## src/rtl/product_accumulator.sv

```systemverilog
// product_accumulator
//   Sums a block of LEN unsigned products from an upstream multiplier and
//   presents the block sum with a valid/ready handshake.
//
//   Parameters
//     N      product width (upstream multiplier output width)
//     ACC_W  accumulator / sum width, ACC_W > N
//     LEN    products per block, 2..256
//
//   Ports
//     clk        single clock, rising edge
//     rst        synchronous, active-high reset
//     start      one-cycle pulse opening a new block (restarts an open block)
//     p_valid    P carries a valid product this cycle
//     P          unsigned product, zero-extended into the accumulator
//     sum_ready  downstream accepts sum_out
//     sum_out    registered block sum (wraps modulo 2^ACC_W)
//     sum_valid  sum_out holds a completed block
//     busy       registered, high while a block is open or its sum is pending
//     overflow   sticky: some addition in the block carried out of ACC_W bits
//     drop       sticky: a product arrived while the sum was waiting
module product_accumulator #(
    parameter int N     = 16,
    parameter int ACC_W = 24,
    parameter int LEN   = 4
) (
    input  logic             clk,
    input  logic             rst,
    input  logic             start,
    input  logic             p_valid,
    input  logic [N-1:0]     P,
    input  logic             sum_ready,
    output logic [ACC_W-1:0] sum_out,
    output logic             sum_valid,
    output logic             busy,
    output logic             overflow,
    output logic             drop
);

    localparam int CNT_W = (LEN > 1) ? $clog2(LEN) : 1;
    localparam logic [CNT_W-1:0] LAST = CNT_W'(LEN - 1);

    typedef enum logic [1:0] {
        IDLE  = 2'd0,
        ACCUM = 2'd1,
        HOLD  = 2'd2
    } state_t;

    state_t           state;
    logic [ACC_W-1:0] acc;
    logic [CNT_W-1:0] cnt;

    // One extra bit so the carry out of the ACC_W-bit add is visible.
    logic [ACC_W:0]   add;
    assign add = {1'b0, acc} + (ACC_W + 1)'(P);

    always_ff @(posedge clk) begin
        if (rst) begin
            state     <= IDLE;
            acc       <= '0;
            cnt       <= '0;
            sum_out   <= '0;
            sum_valid <= 1'b0;
            busy      <= 1'b0;
            overflow  <= 1'b0;
            drop      <= 1'b0;
        end else begin
            case (state)
                IDLE: begin
                    // Products outside a block are ignored.
                    if (start) begin
                        state    <= ACCUM;
                        busy     <= 1'b1;
                        acc      <= '0;
                        cnt      <= '0;
                        overflow <= 1'b0;
                        drop     <= 1'b0;
                    end
                end

                ACCUM: begin
                    if (start) begin
                        // Restart wins; a product in the same cycle is discarded.
                        acc      <= '0;
                        cnt      <= '0;
                        overflow <= 1'b0;
                        drop     <= 1'b0;
                    end else if (p_valid) begin
                        overflow <= overflow | add[ACC_W];
                        if (cnt == LAST) begin
                            sum_out   <= add[ACC_W-1:0];
                            sum_valid <= 1'b1;
                            state     <= HOLD;
                        end else begin
                            acc <= add[ACC_W-1:0];
                            cnt <= cnt + 1'b1;
                        end
                    end
                end

                HOLD: begin
                    if (p_valid)
                        drop <= 1'b1;
                    if (sum_ready) begin
                        sum_valid <= 1'b0;
                        if (start) begin
                            // Back-to-back block: accumulate from the next cycle.
                            state    <= ACCUM;
                            acc      <= '0;
                            cnt      <= '0;
                            overflow <= 1'b0;
                            drop     <= 1'b0;
                        end else begin
                            state <= IDLE;
                            busy  <= 1'b0;
                        end
                    end
                    // start without sum_ready is ignored: the pending sum stays.
                end

                default: begin
                    state <= IDLE;
                    busy  <= 1'b0;
                end
            endcase
        end
    end

endmodule

```

## config.mk

```make
export PLATFORM = sky130hd
export DESIGN_NAME = product_accumulator
export DESIGN_NICKNAME = d
export VERILOG_FILES = /design/src/rtl/product_accumulator.sv
export SDC_FILE = /design/constraint.sdc
export NUM_CORES = 1
export LEC_CHECK = 0
export ABC_AREA = 0
export CAP_MARGIN = 20
export CORE_ASPECT_RATIO = 0.75
export CORE_UTILIZATION = 54
export CTS_CLUSTER_DIAMETER = 100
export CTS_CLUSTER_SIZE = 24
export DETAILED_ROUTE_END_ITERATION = 7
export PLACE_DENSITY = 0.86
export SYNTH_ARGS = -nofsm -noshare
export SYNTH_HDL_FRONTEND = slang
export SYNTH_SLANG_ARGS = --single-unit
```

## constraint.sdc

```tcl
create_clock -name clk -period 3.1 [get_ports clk]
set_input_delay 0.62 -clock clk [delete_from_list [all_inputs] [get_ports clk]]
set_output_delay 0.62 -clock clk [all_outputs]
set_load 0.05 [all_outputs]
```

==> results of run 1 <==
layer usage:
layer  vias up  GRT usage  wire, µm
met5         -          0         0
met4         0     0.0625        87
met3        14     0.0458       677
met2       130      0.475      3680
met1      1349      0.342      3280
li1       1431          -         -
area by class of cell:
type                       count  area [µm²]  share of cell area
clock buffer                   5        68.8              0.0184
clock inverter                 3        23.8             0.00636
inverter                       6        22.5             0.00603
multi-input combinational    287        1830               0.489
sequential                    56        1120               0.300
tap                           75        93.8              0.0251
timing repair buffer          61         578               0.155
cell usage after synthesis (all sizes together):
library cell  instances  area (µm²)
a31o                  2        17.5
ha                   17         213
nor4                  2        12.5
a221oi                1        26.3
a22o                  4        35.0
xnor2                10        87.6
nand3                12        60.1
and2                  2        12.5
a21boi                1        7.51
a32o                  1        10.0
o32ai                 1        8.76
nand3b                2        15.0
a211oi               10        80.1
o21a                  7        52.6
dfxtp                56        1120
o21ai                23         115
nor3                  4        20.0
or4                   3        22.5
a311o                 1        10.0
xor2                  8        70.1
nor2b                 6        37.5
a21o                  8        60.1
fa                    1        20.0
or3                   3        18.8
o211ai                2        15.0
and3                  6        37.5
mux2i                 2        20.0
nand2b                3        18.8
a31oi                 4        25.0
a21oi                40         211
inv                   6        22.5
o31ai                 1        7.51
a22oi                 9        67.6
and4                  3        26.3
nand4                 6        52.6
a221o                 1        10.0
nor2                 32         120
clkbuf               22        82.6
a311oi                1        8.76
o21bai                1        7.51
nand2                47         176
registers in the layout (all words and copies together), names as in the netlist:
signal	count
acc	24
busy	1
cnt	2
drop	1
overflow	1
state	2
sum_out	24
sum_valid	1
logic make-up after synthesis:
family | synth area share
AND/OR/NAND/NOR | 0.207
AO/OA/AOI/OAI | 0.255
flip-flops | 0.368
buffers and inverters | 0.0345
XOR/XNOR | 0.0518
adder cells (fa/ha/maj) | 0.0765
multiplexers | 0.00658
how the worst max path moves through the flow:
stage	endpoint	startpoint	slack [ns]	depth (start not counted)
floorplan	sum_out[20]	P[0]	0.42	9
finish	sum_out[18]	P[0]	0.13	10
global route	sum_out[18]	P[0]	0.01	10
CTS	sum_out[18]	P[0]	0.13	10
detailed placement	sum_out[18]	P[0]	-0.20	10
global placement	sum_out[20]	P[0]	-0.08	10
stage by stage:
stage               setup TNS [ns]  cell area (µm²)  instances  power, mW  setup slack [ns]
floorplan                        0             3040        371      0.856             0.421
finish                           0             3740        493       1.33             0.128
CTS                              0             3740        493       1.33             0.133
global route                     0             3740        493       1.37            0.0145
global placement            -0.477             3640        485      0.914           -0.0840
detailed placement           -1.39             3640        485      0.921            -0.196
power groups by stage:
stage | Combinational, mW | Clock [mW] | Sequential [mW]
2_1_floorplan | 0.104 | 0 | 0.752
4_1_cts | 0.174 | 0.422 | 0.732
3_5_place_dp | 0.172 | 0 | 0.749
5_1_grt | 0.192 | 0.447 | 0.733
3_3_place_gp | 0.166 | 0 | 0.748
6_report | 0.177 | 0.417 | 0.732
worst max-delay path: cells and delay by family:
kind	cells	cell delay, ns
and+or+nand+nor	1	0.14
buffers and inverters	1	0.41
xor gates and xnor gates	1	0.07
adders and majority gates	2	0.64
AOI/OAI and AO/OA	5	1.33
==> impl_metrics.json, run 1 <==
{
  "status": "finished, final reports clean",
  "fin_crit_sh": 0.959,
  "power_frac_comb": 0.133,
  "core_um2": 5380,
  "intPower_mw": 0.963,
  "power_switching_share": 0.273,
  "numCtsBuffers": 5,
  "peakVddDrop_mv": 0.221,
  "min_to": "sum_out[3]",
  "grt_pass1_vias": 2711,
  "crit_arrival_ns": 3.21,
  "power.clock.fraction": 0.315,
  "startpoint_type": "input pin",
  "ys_warn_count": 0,
  "drive_gt1_frac": 0.0718,
  "root_buffer": "clkbuf_8",
  "crit_type": "in -> reg",
  "antenna_cells": 0,
  "cts_tree": "yes",
  "route.vias.total": 2924,
  "io-pin-count": 49,
  "drv_slew": 0,
  "wl_per_cell_um": 15.7,
  "synth.distinct_cells": 46,
  "die_y_um": 67.0,
  "layout_common_cells": "56 x dfxtp_1, 48 x clkdlybuf4s50_1, 47 x nand2_1",
  "antenna_found_initial": 0,
  "place.gp.congestion": 0.920,
  "drt.antenna.violating_nets": 0,
  "drv_cap": 0,
  "grt_start_max_net_pins": 43,
  "required_ns": 3.34,
  "grt_pass1_wl_mm": 12.2,
  "hold_violations": 0,
  "relSlewSlack": 0.647,
  "switchingPower_mw": 0.362,
  "postCtsHoldBufs": 0,
  "utilization": 0.694,
  "power_density_nw_per_um2": 355,
  "ys_ff_latch": 56,
  "worstHoldPathType": "reg -> reg",
  "end_kind": "flip-flop",
  "cts_resized": 0,
  "synth_area_um2": 3040,
  "finalSetupViolCount": 0,
  "routed_wl_mm": 7.72,
  "fill_cells": 453,
  "drt-initial-drc-count": 222,
  "synthCells": 371,
  "insertion_delay_ns": 0.32,
  "reg2reg_slack_ns": 0.54,
  "finalCriticalPeriod_ns": 2.97,
  "clockBufferDepth": 2,
  "syn_nets": 410,
  "overflow": 0,
  "start_util": 0.565,
  "ys_seq_area_frac": 0.368,
  "path_clk_slew_ns": 0.11,
  "crit_slowest_cell": "clkdlybuf4s50_1",
  "numClockSinks": 56,
  "rsz0062_at_grt": "false",
  "drtPass1Iterations": 5,
  "dieWidth_um": 88.7,
  "nets": 456,
  "synth_area_per_cell_um2": 8.20,
  "postCtsSetupBuffers": 0,
  "fmax_mhz": 336,
  "regToRegEndpoint": "sum_out[18]",
  "path_max_fanout": 8,
  "avgViaCountPerCell": 5.93,
  "io_buffers": 48,
  "die_area_um2": 5940,
  "dp_hpwl_mm": 5.63,
  "placementRows": 23,
  "htreeDepth": 2,
  "layout_commonest_cell": "dfxtp_1",
  "syn_to_final_growth_pct": 22.8,
  "seq_power_share": 0.552,
  "crit_chain": "clkdlybuf4s50_1 > ha_1 > fa_1 > a21o_1 > a221o_1 > a221oi_4 > a21oi_4 > nand2_1 > xor2_1 > a211oi_1",
  "fin_hold_ws_ns": 0.462,
  "track_usage": 0.270,
  "critPathMaxStageDelay_ns": 0.41,
  "hold_depth": 2,
  "reg2regPathDepth": 9,
  "fin_skew_ns": 0.0103,
  "worst_pin_slew_ns": 0.527,
  "drc": 0,
  "worstReg2RegStart": "acc[0]",
  "hp-start": "sum_out[3]",
  "power.leakage_nw": 1.40
}
(Power assumes the default switching activity.)
==> run 2: changes to the inputs <==
- TNS_END_PERCENT: not set -> 10
- clock period: 3.1 -> 3 ns (I/O delays scaled with it)
==> run 2 against run 1 <==
Effect of this change: sequential power increased by 3.3%; final cell count increased by 0.41%; cell area increased by 0.64%; die area unchanged; clock power increased by 2%; routed wire length decreased by 5.2%; non-clock buffer count increased by 2; critical endpoint is now sum_out[22].
==> impl_metrics.json, run 2 (synthesis gave the netlist of run 1 again) <==
{
  "die_area_um2": 5940,
  "relSlewSlack": 0.650,
  "grt_pass1_wl_mm": 12.0,
  "syn_to_final_growth_pct": 23.6,
  "worstHoldPathType": "reg -> reg",
  "place.gp.congestion": 0.873,
  "postCtsHoldBufs": 0,
  "start_util": 0.565,
  "nets": 458,
  "fmax_mhz": 348,
  "drtPass1Iterations": 4,
  "status": "finished, final reports clean",
  "fin_skew_ns": 0.0110,
  "overflow": 0,
  "numCtsBuffers": 5,
  "io_buffers": 48,
  "hold_violations": 0,
  "route.vias.total": 2861,
  "clockBufferDepth": 2,
  "drive_gt1_frac": 0.0833,
  "finalWorstSetupSlack_ns": 0.125,
  "worst_pin_slew_ns": 0.523,
  "startpoint_type": "input pin",
  "power_density_nw_per_um2": 362,
  "avgViaCountPerCell": 5.78,
  "total_power_mw": 1.36,
  "fin_crit_sh": 0.958,
  "power.leakage_nw": 1.41,
  "drc": 0,
  "drt-initial-drc-count": 214,
  "io-pin-count": 49,
  "crit_type": "in -> reg",
  "cts_tree": "yes",
  "drt.antenna.violating_nets": 0,
  "layout_commonest_cell": "dfxtp_1",
  "drv_cap": 0,
  "antenna_found_initial": 0,
  "die_y_um": 67.0,
  "grt_start_max_net_pins": 43,
  "path_max_fanout": 8,
  "rsz0062_at_grt": "false",
  "dieWidth_um": 88.7,
  "grt_pass1_vias": 2624,
  "wl_per_cell_um": 14.8,
  "insertion_delay_ns": 0.32,
  "peakVddDrop_mv": 0.361,
  "reg_top3": "acc: 24 flops, sum_out: 24 flops",
  "htreeDepth": 2,
  "routed_wl_mm": 7.32,
  "placementRows": 23,
  "finalCriticalPeriod_ns": 2.88,
  "antenna_cells": 0,
  "path_clk_slew_ns": 0.11,
  "numClockSinks": 56,
  "required_ns": 3.20,
  "layout_common_cells": "56 x dfxtp_1, 48 x clkdlybuf4s50_1, 46 x nand2_1",
  "crit_arrival_ns": 3.08,
  "post-place-ws_ns": -0.264,
  "root_buffer": "clkbuf_8",
  "drv_slew": 0,
  "finalSetupViolCount": 0,
  "track_usage": 0.265,
  "end_kind": "flip-flop",
  "dp_hpwl_mm": 5.22,
  "core_um2": 5380
}
run 2: cell count changes in the layout (fill, tap and decap cells not counted), sizes merged:
cell      delta
buf          +2
clkinvlp     -1
clkbuf       +1
run 2: path summary, 6_finish.rpt:
path / start / end / slack, ns / cells past startpoint
worst min register to register: sum_out[1] / sum_out[1] / 0.46 / 2
worst min-delay path: sum_out[1] / sum_out[1] / 0.46 / 2
worst max register to register: acc[0] / sum_out[22] / 0.51 / 9
worst max-delay path: P[0] / sum_out[22] / 0.12 / 10
run 2: per-layer routing:
| metal | vias up | part of all wire | global-route usage |
|---|---|---|---|
| li1 | 1441 | - | - |
| met1 | 1319 | 0.47 | 0.375 |
| met2 | 94 | 0.46 | 0.413 |
| met3 | 7 | 0.062 | 0.0458 |
| met4 | 0 | 0.0082 | 0.0706 |
| met5 | - | 0 | 0 |
run 2: power by group:
group          internal (mW)  switching [mW]
clock                  0.167           0.257
sequential             0.750         0.00575
combinational         0.0799           0.101
run 2: critical path, cell delays in order:
cell,delay [ns]
clkdlybuf4s50_1,0.41
ha_2,0.20
fa_2,0.34
a21o_1,0.21
a221o_1,0.39
a221oi_4,0.38
a21oi_4,0.16
nand2_1,0.12
xor2_1,0.18
a211oi_2,0.08
run 2: timing repair:
item | in CTS | in global routing
setup endpoints to repair | 0 | 3
setup buffers | 0 | 1
resized for setup | 0 | 4
run 2: layout make-up:
type	instances	area, µm²
fillers	434	1620
repair buffers	63	593
clock buffers	6	72.6
well taps	75	93.8
inverters	6	22.5
clock inverters	2	16.3
multi-input cells	287	1840
flip-flops and latches	56	1120
run 2: stage by stage:
stage,cell area (µm²),TNS (ns),hold WS (ns),util,cells
after global placement,3650,-1.70,0.437,0.679,486
after floorplan,3040,0,0.429,-,371
after global routing,3760,0,0.484,0.699,495
after CTS,3740,0,0.461,0.695,494
after detailed placement,3650,-2.50,0.447,0.679,486
final,3760,0,0.459,0.699,495
